===== config.mk =====
export PLATFORM = sky130hd
export DESIGN_NAME = gcd_feeder_flat
export DESIGN_NICKNAME = d
export VERILOG_FILES = /design/src/rtl/gcd_feeder_if.sv /design/src/rtl/gcd_feeder.sv /design/src/flat_wrapper.sv
export SDC_FILE = /design/constraint.sdc
export NUM_CORES = 1
export LEC_CHECK = 0
export ABC_AREA = 1
export CAP_MARGIN = 20
export CORE_ASPECT_RATIO = 1.75
export CORE_MARGIN = 4
export CORE_UTILIZATION = 30
export CTS_BUF_LIST = sky130_fd_sc_hd__clkbuf_4 sky130_fd_sc_hd__clkbuf_8
export DETAILED_ROUTE_END_ITERATION = 12
export PLACE_DENSITY = 0.57
export SETUP_SLACK_MARGIN = 0.2
export SYNTH_ARGS = -nofsm -noshare
export SYNTH_HDL_FRONTEND = slang
export SYNTH_SLANG_ARGS = --single-unit

===== constraint.sdc =====
create_clock -name clk -period 9.2 [get_ports clk]
set_clock_uncertainty 0.05 [all_clocks]
set_input_delay 2.76 -clock clk [delete_from_list [all_inputs] [get_ports clk]]
set_output_delay 2.76 -clock clk [all_outputs]
set_load 0.05 [all_outputs]

===== src/rtl/gcd_feeder_if.sv =====
// ----------------------------------------------------------------------------
// gcd_feeder_if
// Bundle of every handshake and bus signal around gcd_feeder.
//   Upstream  : in_valid / in_ready / in_opa / in_opb   (operand pair push)
//   GCD core  : gcd_opa / gcd_opb / gcd_start / gcd_resetn  (to core)
//               gcd_result / gcd_done                       (from core)
//   Consumer  : out_valid / out_ready / out_result / out_err
//   Status    : busy
// The slave modport is the feeder's view; the master modport is the view of
// the surrounding environment (upstream producer, gcd core and consumer).
// ----------------------------------------------------------------------------
interface gcd_feeder_if #(
    parameter int WIDTH = 32
);
    logic             in_valid;
    logic             in_ready;
    logic [WIDTH-1:0] in_opa;
    logic [WIDTH-1:0] in_opb;

    logic [WIDTH-1:0] gcd_opa;
    logic [WIDTH-1:0] gcd_opb;
    logic             gcd_start;
    logic             gcd_resetn;
    logic [WIDTH-1:0] gcd_result;
    logic             gcd_done;

    logic             out_valid;
    logic             out_ready;
    logic [WIDTH-1:0] out_result;
    logic             out_err;

    logic             busy;

    modport slave (
        input  in_valid, in_opa, in_opb,
        input  gcd_result, gcd_done,
        input  out_ready,
        output in_ready,
        output gcd_opa, gcd_opb, gcd_start, gcd_resetn,
        output out_valid, out_result, out_err,
        output busy
    );

    modport master (
        output in_valid, in_opa, in_opb,
        output gcd_result, gcd_done,
        output out_ready,
        input  in_ready,
        input  gcd_opa, gcd_opb, gcd_start, gcd_resetn,
        input  out_valid, out_result, out_err,
        input  busy
    );
endinterface


===== src/rtl/gcd_feeder.sv =====
// ----------------------------------------------------------------------------
// gcd_feeder
// Queues operand pairs in a small FIFO and feeds them one at a time to an
// external multi-cycle GCD core. Pairs with a zero operand are answered
// locally without starting the core. A watchdog aborts a core run that does
// not finish within TIMEOUT cycles. Results come out in push order.
//
// Ports
//   clk    : single clock, all state on the rising edge
//   reset  : synchronous, active-high
//   bus    : gcd_feeder_if.slave (upstream push, core control, result, busy)
//
// Timing
//   push at edge k, both operands non-zero : gcd_start high after edge k+2
//   push at edge k, a zero operand         : out_valid high after edge k+1
// ----------------------------------------------------------------------------
module gcd_feeder #(
    parameter int WIDTH   = 32,
    parameter int DEPTH   = 4,
    parameter int TIMEOUT = 1024
) (
    input  logic         clk,
    input  logic         reset,
    gcd_feeder_if.slave  bus
);
    localparam int AW = (DEPTH > 1) ? $clog2(DEPTH) : 1;
    localparam int CW = (TIMEOUT > 2) ? $clog2(TIMEOUT) : 1;
    localparam logic [CW-1:0] CNT_LAST = CW'(TIMEOUT - 1);

    localparam logic [1:0] S_IDLE   = 2'd0;
    localparam logic [1:0] S_ISSUE  = 2'd1;
    localparam logic [1:0] S_WAIT   = 2'd2;
    localparam logic [1:0] S_RESULT = 2'd3;

    // ------------------------------------------------------------------
    // Operand FIFO. Pointers carry one extra bit so full and empty are
    // distinguishable when the index bits match.
    // ------------------------------------------------------------------
    logic [WIDTH-1:0] r_mem_a [DEPTH];
    logic [WIDTH-1:0] r_mem_b [DEPTH];
    logic [AW:0]      r_wr_ptr;
    logic [AW:0]      r_rd_ptr;

    logic             w_empty;
    logic             w_full;
    logic             w_push;
    logic             w_pop;
    logic [WIDTH-1:0] w_head_a;
    logic [WIDTH-1:0] w_head_b;

    // ------------------------------------------------------------------
    // Control / datapath registers
    // ------------------------------------------------------------------
    logic [1:0]       r_state;
    logic [1:0]       w_state_next;
    logic [WIDTH-1:0] r_opa;
    logic [WIDTH-1:0] r_opb;
    logic [WIDTH-1:0] r_result;
    logic             r_err;
    logic [CW-1:0]    r_cnt;
    logic             r_start;

    logic             w_head_a_zero;
    logic             w_head_b_zero;
    logic             w_cnt_last;

    assign w_empty  = (r_wr_ptr == r_rd_ptr);
    assign w_full   = (r_wr_ptr[AW] != r_rd_ptr[AW]) &&
                      (r_wr_ptr[AW-1:0] == r_rd_ptr[AW-1:0]);

    // in_ready depends only on the registered fill level, so a pop in the
    // same cycle cannot open the input while the FIFO is full.
    assign w_push   = bus.in_valid && !w_full;
    assign w_pop    = (r_state == S_IDLE) && !w_empty;

    assign w_head_a = r_mem_a[r_rd_ptr[AW-1:0]];
    assign w_head_b = r_mem_b[r_rd_ptr[AW-1:0]];

    assign w_head_a_zero = (w_head_a == '0);
    assign w_head_b_zero = (w_head_b == '0);
    assign w_cnt_last    = (r_cnt == CNT_LAST);

    // Storage needs no reset: only entries between the pointers are read.
    always_ff @(posedge clk) begin
        if (w_push) begin
            r_mem_a[r_wr_ptr[AW-1:0]] <= bus.in_opa;
            r_mem_b[r_wr_ptr[AW-1:0]] <= bus.in_opb;
        end
    end

    always_ff @(posedge clk) begin
        if (reset) begin
            r_wr_ptr <= '0;
            r_rd_ptr <= '0;
        end else begin
            if (w_push) begin
                r_wr_ptr <= r_wr_ptr + 1'b1;
            end
            if (w_pop) begin
                r_rd_ptr <= r_rd_ptr + 1'b1;
            end
        end
    end

    // ------------------------------------------------------------------
    // Next-state logic
    // ------------------------------------------------------------------
    always_comb begin
        w_state_next = r_state;
        case (r_state)
            S_IDLE: begin
                if (!w_empty) begin
                    if (w_head_a_zero || w_head_b_zero) begin
                        w_state_next = S_RESULT;
                    end else begin
                        w_state_next = S_ISSUE;
                    end
                end
            end
            S_ISSUE: begin
                w_state_next = S_WAIT;
            end
            S_WAIT: begin
                if (bus.gcd_done || w_cnt_last) begin
                    w_state_next = S_RESULT;
                end
            end
            S_RESULT: begin
                if (bus.out_ready) begin
                    w_state_next = S_IDLE;
                end
            end
            default: begin
                w_state_next = S_IDLE;
            end
        endcase
    end

    // ------------------------------------------------------------------
    // State and datapath registers
    // ------------------------------------------------------------------
    always_ff @(posedge clk) begin
        if (reset) begin
            r_state  <= S_IDLE;
            r_opa    <= '0;
            r_opb    <= '0;
            r_result <= '0;
            r_err    <= 1'b0;
            r_cnt    <= '0;
            r_start  <= 1'b0;
        end else begin
            r_state <= w_state_next;
            // Start is registered out of ISSUE, so it is high for exactly
            // the first WAIT cycle; operands are already stable by then.
            r_start <= (r_state == S_ISSUE);

            case (r_state)
                S_IDLE: begin
                    if (!w_empty) begin
                        r_opa <= w_head_a;
                        r_opb <= w_head_b;
                        if (w_head_a_zero && w_head_b_zero) begin
                            r_result <= '0;
                            r_err    <= 1'b1;
                        end else if (w_head_a_zero) begin
                            r_result <= w_head_b;
                            r_err    <= 1'b0;
                        end else if (w_head_b_zero) begin
                            r_result <= w_head_a;
                            r_err    <= 1'b0;
                        end
                    end
                end
                S_ISSUE: begin
                    r_cnt <= '0;
                end
                S_WAIT: begin
                    // A done arriving on the timeout cycle still wins.
                    if (bus.gcd_done) begin
                        r_result <= bus.gcd_result;
                        r_err    <= 1'b0;
                    end else if (w_cnt_last) begin
                        r_result <= '0;
                        r_err    <= 1'b1;
                    end else begin
                        r_cnt <= r_cnt + 1'b1;
                    end
                end
                default: begin
                end
            endcase
        end
    end

    // ------------------------------------------------------------------
    // Outputs
    // ------------------------------------------------------------------
    assign bus.in_ready   = !w_full;
    assign bus.gcd_opa    = r_opa;
    assign bus.gcd_opb    = r_opb;
    assign bus.gcd_start  = r_start;
    assign bus.gcd_resetn = ~reset;
    assign bus.out_valid  = (r_state == S_RESULT);
    assign bus.out_result = r_result;
    assign bus.out_err    = r_err;
    assign bus.busy       = (r_state != S_IDLE) || !w_empty;

endmodule


===== src/flat_wrapper.sv =====
// flat-port wrapper written by rule: the top's interface ports become plain ports
module gcd_feeder_flat 
#(
    parameter int WIDTH   = 32,
    parameter int DEPTH   = 4,
    parameter int TIMEOUT = 1024
)
  (clk, reset, bus_in_valid, bus_in_opa, bus_in_opb, bus_gcd_result, bus_gcd_done, bus_out_ready, bus_in_ready, bus_gcd_opa, bus_gcd_opb, bus_gcd_start, bus_gcd_resetn, bus_out_valid, bus_out_result, bus_out_err, bus_busy);
  gcd_feeder_if #(.WIDTH(WIDTH)) bus_i ();
  input  logic clk;
  input  logic reset;
  input wire logic [$bits(bus_i.in_valid)-1:0] bus_in_valid;
  input wire logic [$bits(bus_i.in_opa)-1:0] bus_in_opa;
  input wire logic [$bits(bus_i.in_opb)-1:0] bus_in_opb;
  input wire logic [$bits(bus_i.gcd_result)-1:0] bus_gcd_result;
  input wire logic [$bits(bus_i.gcd_done)-1:0] bus_gcd_done;
  input wire logic [$bits(bus_i.out_ready)-1:0] bus_out_ready;
  output wire logic [$bits(bus_i.in_ready)-1:0] bus_in_ready;
  output wire logic [$bits(bus_i.gcd_opa)-1:0] bus_gcd_opa;
  output wire logic [$bits(bus_i.gcd_opb)-1:0] bus_gcd_opb;
  output wire logic [$bits(bus_i.gcd_start)-1:0] bus_gcd_start;
  output wire logic [$bits(bus_i.gcd_resetn)-1:0] bus_gcd_resetn;
  output wire logic [$bits(bus_i.out_valid)-1:0] bus_out_valid;
  output wire logic [$bits(bus_i.out_result)-1:0] bus_out_result;
  output wire logic [$bits(bus_i.out_err)-1:0] bus_out_err;
  output wire logic [$bits(bus_i.busy)-1:0] bus_busy;
  assign bus_i.in_valid = bus_in_valid;
  assign bus_i.in_opa = bus_in_opa;
  assign bus_i.in_opb = bus_in_opb;
  assign bus_i.gcd_result = bus_gcd_result;
  assign bus_i.gcd_done = bus_gcd_done;
  assign bus_i.out_ready = bus_out_ready;
  assign bus_in_ready = bus_i.in_ready;
  assign bus_gcd_opa = bus_i.gcd_opa;
  assign bus_gcd_opb = bus_i.gcd_opb;
  assign bus_gcd_start = bus_i.gcd_start;
  assign bus_gcd_resetn = bus_i.gcd_resetn;
  assign bus_out_valid = bus_i.out_valid;
  assign bus_out_result = bus_i.out_result;
  assign bus_out_err = bus_i.out_err;
  assign bus_busy = bus_i.busy;
  gcd_feeder #(.WIDTH(WIDTH), .DEPTH(DEPTH), .TIMEOUT(TIMEOUT)) u_core (.clk(clk), .reset(reset), .bus(bus_i));
endmodule

# After elaboration in Yosys (flattened, before gate mapping)
# Memories as Yosys holds them, arrays and structs flattened. A register that Yosys moved wholly into a read port is not among the register bits.
# Index checks and enable logic that the tools add are counted.
# op_classes
bitwise	2
reduce_logical	19
muxes	28
addsub	3
eq_ne	14
# ops
cell	n
32-bit 2-to-1 mux	6
32-bit logical NOT	2
32-bit case mux with 2 select lines	1
10-bit 2-to-1 mux	2
10-bit case mux with 2 select lines	1
2-bit 2-to-1 mux	8
10-bit by 1-bit adder with 10-bit output (second input constant)	1
10-bit == test (second input constant)	1
1-bit 2-to-1 mux	8
2-bit inequality test (second input constant)	4
2-bit case mux with 4 select lines	1
3-bit by 1-bit adder with 3-bit output (second input constant)	2
3-bit AND reduction	2
2-bit nonzero test	3
2-bit == test (second input constant)	2
1-bit logical AND	4
4-bit by 2-bit inequality test with 1-bit output (second input constant)	1
4-bit AND reduction	1
3-bit == test	1
1-bit logical OR	3
3-bit by 2-bit inequality test with 1-bit output (second input constant)	1
2-bit by 1-bit == test with 1-bit output (second input constant)	1
2-bit == test	1
1-bit logical NOT	2
6 further kinds	7
# totals
inputBits	101
elab_cells	77
ramBits	256
reg_bits	116
n_memories	2
out_inout_bits	102
# memory_table
name	depth	width	rd	rd_clocked_by_memory_dff	write_ports	line	rtl
u_core.r_mem_a	4	32	1	1	1	gcd_feeder.sv:39	logic [WIDTH-1:0] r_mem_a [DEPTH];
u_core.r_mem_b	4	32	1	1	1	gcd_feeder.sv:40	logic [WIDTH-1:0] r_mem_b [DEPTH];

# Depth between registers and ports, before layout
# logic_depth
depth_word	6
ltp_mapped	17
mapped_depth_nobuf	14

# Worst setup path before layout
# OpenSTA, ideal clock, no wires.
# synth_timing
kind	input -> output
from	input port reset
to	output port bus_gcd_resetn
arrival_ns	3.774
stages	3
path_buffers	2
slack_ns	2.616
path_cell_list	inv_1 clkbuf_1 clkbuf_1
# synth_between
elab_chain_len	1
# synth_rtl
item	line	rtl
start: declaration	flat_wrapper.sv:11	input logic reset;
1-bit NOT	gcd_feeder.sv:202	assign bus.gcd_resetn = ~reset;
end: declaration	flat_wrapper.sv:22	output wire logic [$bits(bus_i.gcd_resetn)-1:0] bus_gcd_resetn;
# No other way between the ends.

# Worst setup path in the final report
# Same ends and word-level chain as after synthesis.

==> flow_summary.ini <==
[routing]
ant_nets = 0
first_pass_iters = 5
drt-vias-per-instance = 4.67
wl_per_cell_um = 19.2
drt_iter0_drc = 878
vias = 11338
drt_wl_total_um = 46700
route.detailed.drc = 0

[worst_setup_path]
start_kind = primary input
path_class = in2out
cp-end-kind = output pin
required_ns = 6.39
critPathLaunch = reset
crit_path_frequent_cell = clkdlybuf4s50_1
slowest_stage = clkdlybuf4s50_1
slowest_delay_ns = 0.80
arrival_ns = 4.14
worstPathCellList = clkdlybuf4s50_1 -> inv_2 -> clkdlybuf4s50_1
critical_path.max_fanout = 4

[layout]
multiInputGateArea_sq_um = 4490
fin_area_sq_um = 19100
seqCellArea_sq_um = 10100
layout-drive-gt1-share_pct = 7.77
area_delta_synth_final_pct = 26.3
nNetsFinal = 1827
num-fill-cells = 4801

[global_route]
grt_util_all_layers_pct = 16.6
grt_max_degree = 107
grt_pass1_vias = 10889
antenna_found_initial = 12
grt_pass1_wl_um = 68100
grt_overflow_total = 0

[clocking]
clockBufferDepth = 3
clock_sinks = 374
htree_levels = 2
cts_buffers = 56
cts_tree = yes
insertion_delay_ns = 0.61
cts_root_buf = clkbuf_8
postCtsSetupRepairBufs = 0
ctsResizeCount = 0
hold_buffers = 0
path_clk_slew_ns = 0.06

[synth]
async_reset_ff_share_pct = 0
seq_area_frac_synth_pct = 66.3
synth_flop_cell = edfxtp_1
ys_warn_count = 0
ys_ff_latch = 374
yosys.cell_types.count = 25
synthTopCellsByArea = edfxtp_1, dfxtp_1, nand2_1, nand3_1, a21oi_1
synth_top_cell_area_share_pct = 50.7
postSynthCellCount = 1527
synth-edff-count = 256
yosys.area.top_type = edfxtp_1
syn_avg_cell_area_sq_um = 9.93
netlist_top_cells_count = nand2_1, edfxtp_1, nand3_1, dfxtp_1, a21oi_1
yosysMostFrequentCell = nand2_1
synth_area_sq_um = 15200
synth_nets = 1638

[timing]
fin_crit_ns = 6.95
setup_viol = 0
max_freq_ghz = 0.144
rsz0062_at_grt = no
drv_slew = 0
finalCritPeriodShare_pct = 75.6
slew_headroom_pct = 25.5
tns_ns = 0
worst_slew_pin_slew_ns = 1.12
finalHoldViolations = 0

[job]
drv_cap = 0

[die]
io_pins = 203
dieArea_sq_um = 54300
die_h_um = 305
rows = 108
initial_core_util_pct = 30.4
core_region_area_sq_um = 49900
fp.dieW_um = 178

[power]
p_leak_nw = 7.17
peakVddDrop_uv = 240
powerDensity_nw_per_um2 = 372

[worst_hold_path]
hold_start = u_core.r_cnt[9]
min_path_type = reg2reg

[placed_design]
io_buffers = 202
place_area_sq_um = 17800
gp_congestion = 0.779
dp_hpwl_um = 30700

[run_status]
outcome = finished, final reports clean
-- where the power goes --
part,switching (mW),internal [mW]
Sequential,0.184,2.11
Clock,0.645,0.883
Combinational,2.38,0.911
-- flip-flops by register name (all words and copies together), names as in the netlist, named ones only --
register and cells:
u_core.r_mem_b 128, u_core.bus.gcd_opb 32, u_core.r_cnt 10, u_core.r_mem_a 128, u_core.bus.gcd_opa 32, u_core.r_state 2, u_core.bus.out_err 1, u_core.bus.out_result 32
u_core.bus.gcd_start 1, u_core.r_wr_ptr 3, u_core.r_rd_ptr 3
-- worst max-delay path, delay by kind of cell --
| family | cells | cell delay (ns) |
|---|---|---|
| buf+inv | 3 | 1.38 |
-- cell type report --
cell class | count | share of cell area [%]
Inverter | 65 | 1.29
Antenna cell | 6 | 0.0785
Timing Repair Buffer | 219 | 11.5
Tap cell | 660 | 4.32
Multi-Input combinational cell | 1000 | 23.5
Clock inverter | 17 | 1.13
Clock buffer | 89 | 5.62
Sequential cell | 374 | 52.5
-- through the flow --
step                total power [mW]  setup WS (ns)  util, %  hold slack, ns  std cells
floorplan                       4.43           2.62        -           0.387       1527
finish                          7.11           2.25     38.4           0.415       2430
global placement                5.58           2.25     35.6           0.403       2315
global route                    7.53           2.19     38.4           0.459       2428
detailed placement              5.62           2.23     35.7           0.410       2317
CTS                             7.17           2.22     38.3           0.422       2423
-- path summary, 6_finish.rpt --
kind                        endpoint  slack [ns]  depth (start not counted)
setup reg to reg  u_core.bus.out_err        4.44                         14
hold / removal       u_core.r_cnt[9]        0.42                          2
setup / recovery      bus_gcd_resetn        2.25                          3
hold reg to reg      u_core.r_cnt[9]        0.42                          2
-- layout by cell type (no fill, tap or decap) --
cell type          n
clkinv_1           1
clkinv_2          11
nand3b_1          33
nand3_2            1
clkdlybuf4s50_1  202
a211oi_1           1
nor2_2             3
clkinvlp_4         3
a21oi_1          112
ha_1              10
o21a_1             1
nand2_1          486
nand2_2            1
edfxtp_1         256
xor2_1             1
nand3_1          166
clkbuf_8          65
buf_16             3
clkbuf_4          24
dfxtp_4            1
dfxtp_2            1
diode_2            6
inv_1             61
nor3_1             4
buf_4             14
inv_2              1
bufinv_16          5
nor2_4             4
nand4_1            2
xnor2_1            3
dfxtp_1          116
nor2_1            97
o21ai_0           75
-- routing by layer --
metal	part of all wire [%]	track usage [%]
met3	6.8	3.21
met4	3.0	5.89
met1	40	20.6
met5	0.028	0
met2	50	28.7
-- cell families (layout without fill, tap and decap cells) --
group                      count (synthesis)  after routing  synth area share, %
xor gates and xnor gates                   4              4                0.231
buffers and inverters                    153            390                 4.28
AOI/OAI and AO/OA                        189            189                 6.27
other                                      0              6                    0
and+or+nand+nor                          797            797                 22.1
DFF                                      374            374                 66.3
adders and majority gates                 10             10                0.826
Note: power is estimated with default switching activity, not from simulation.
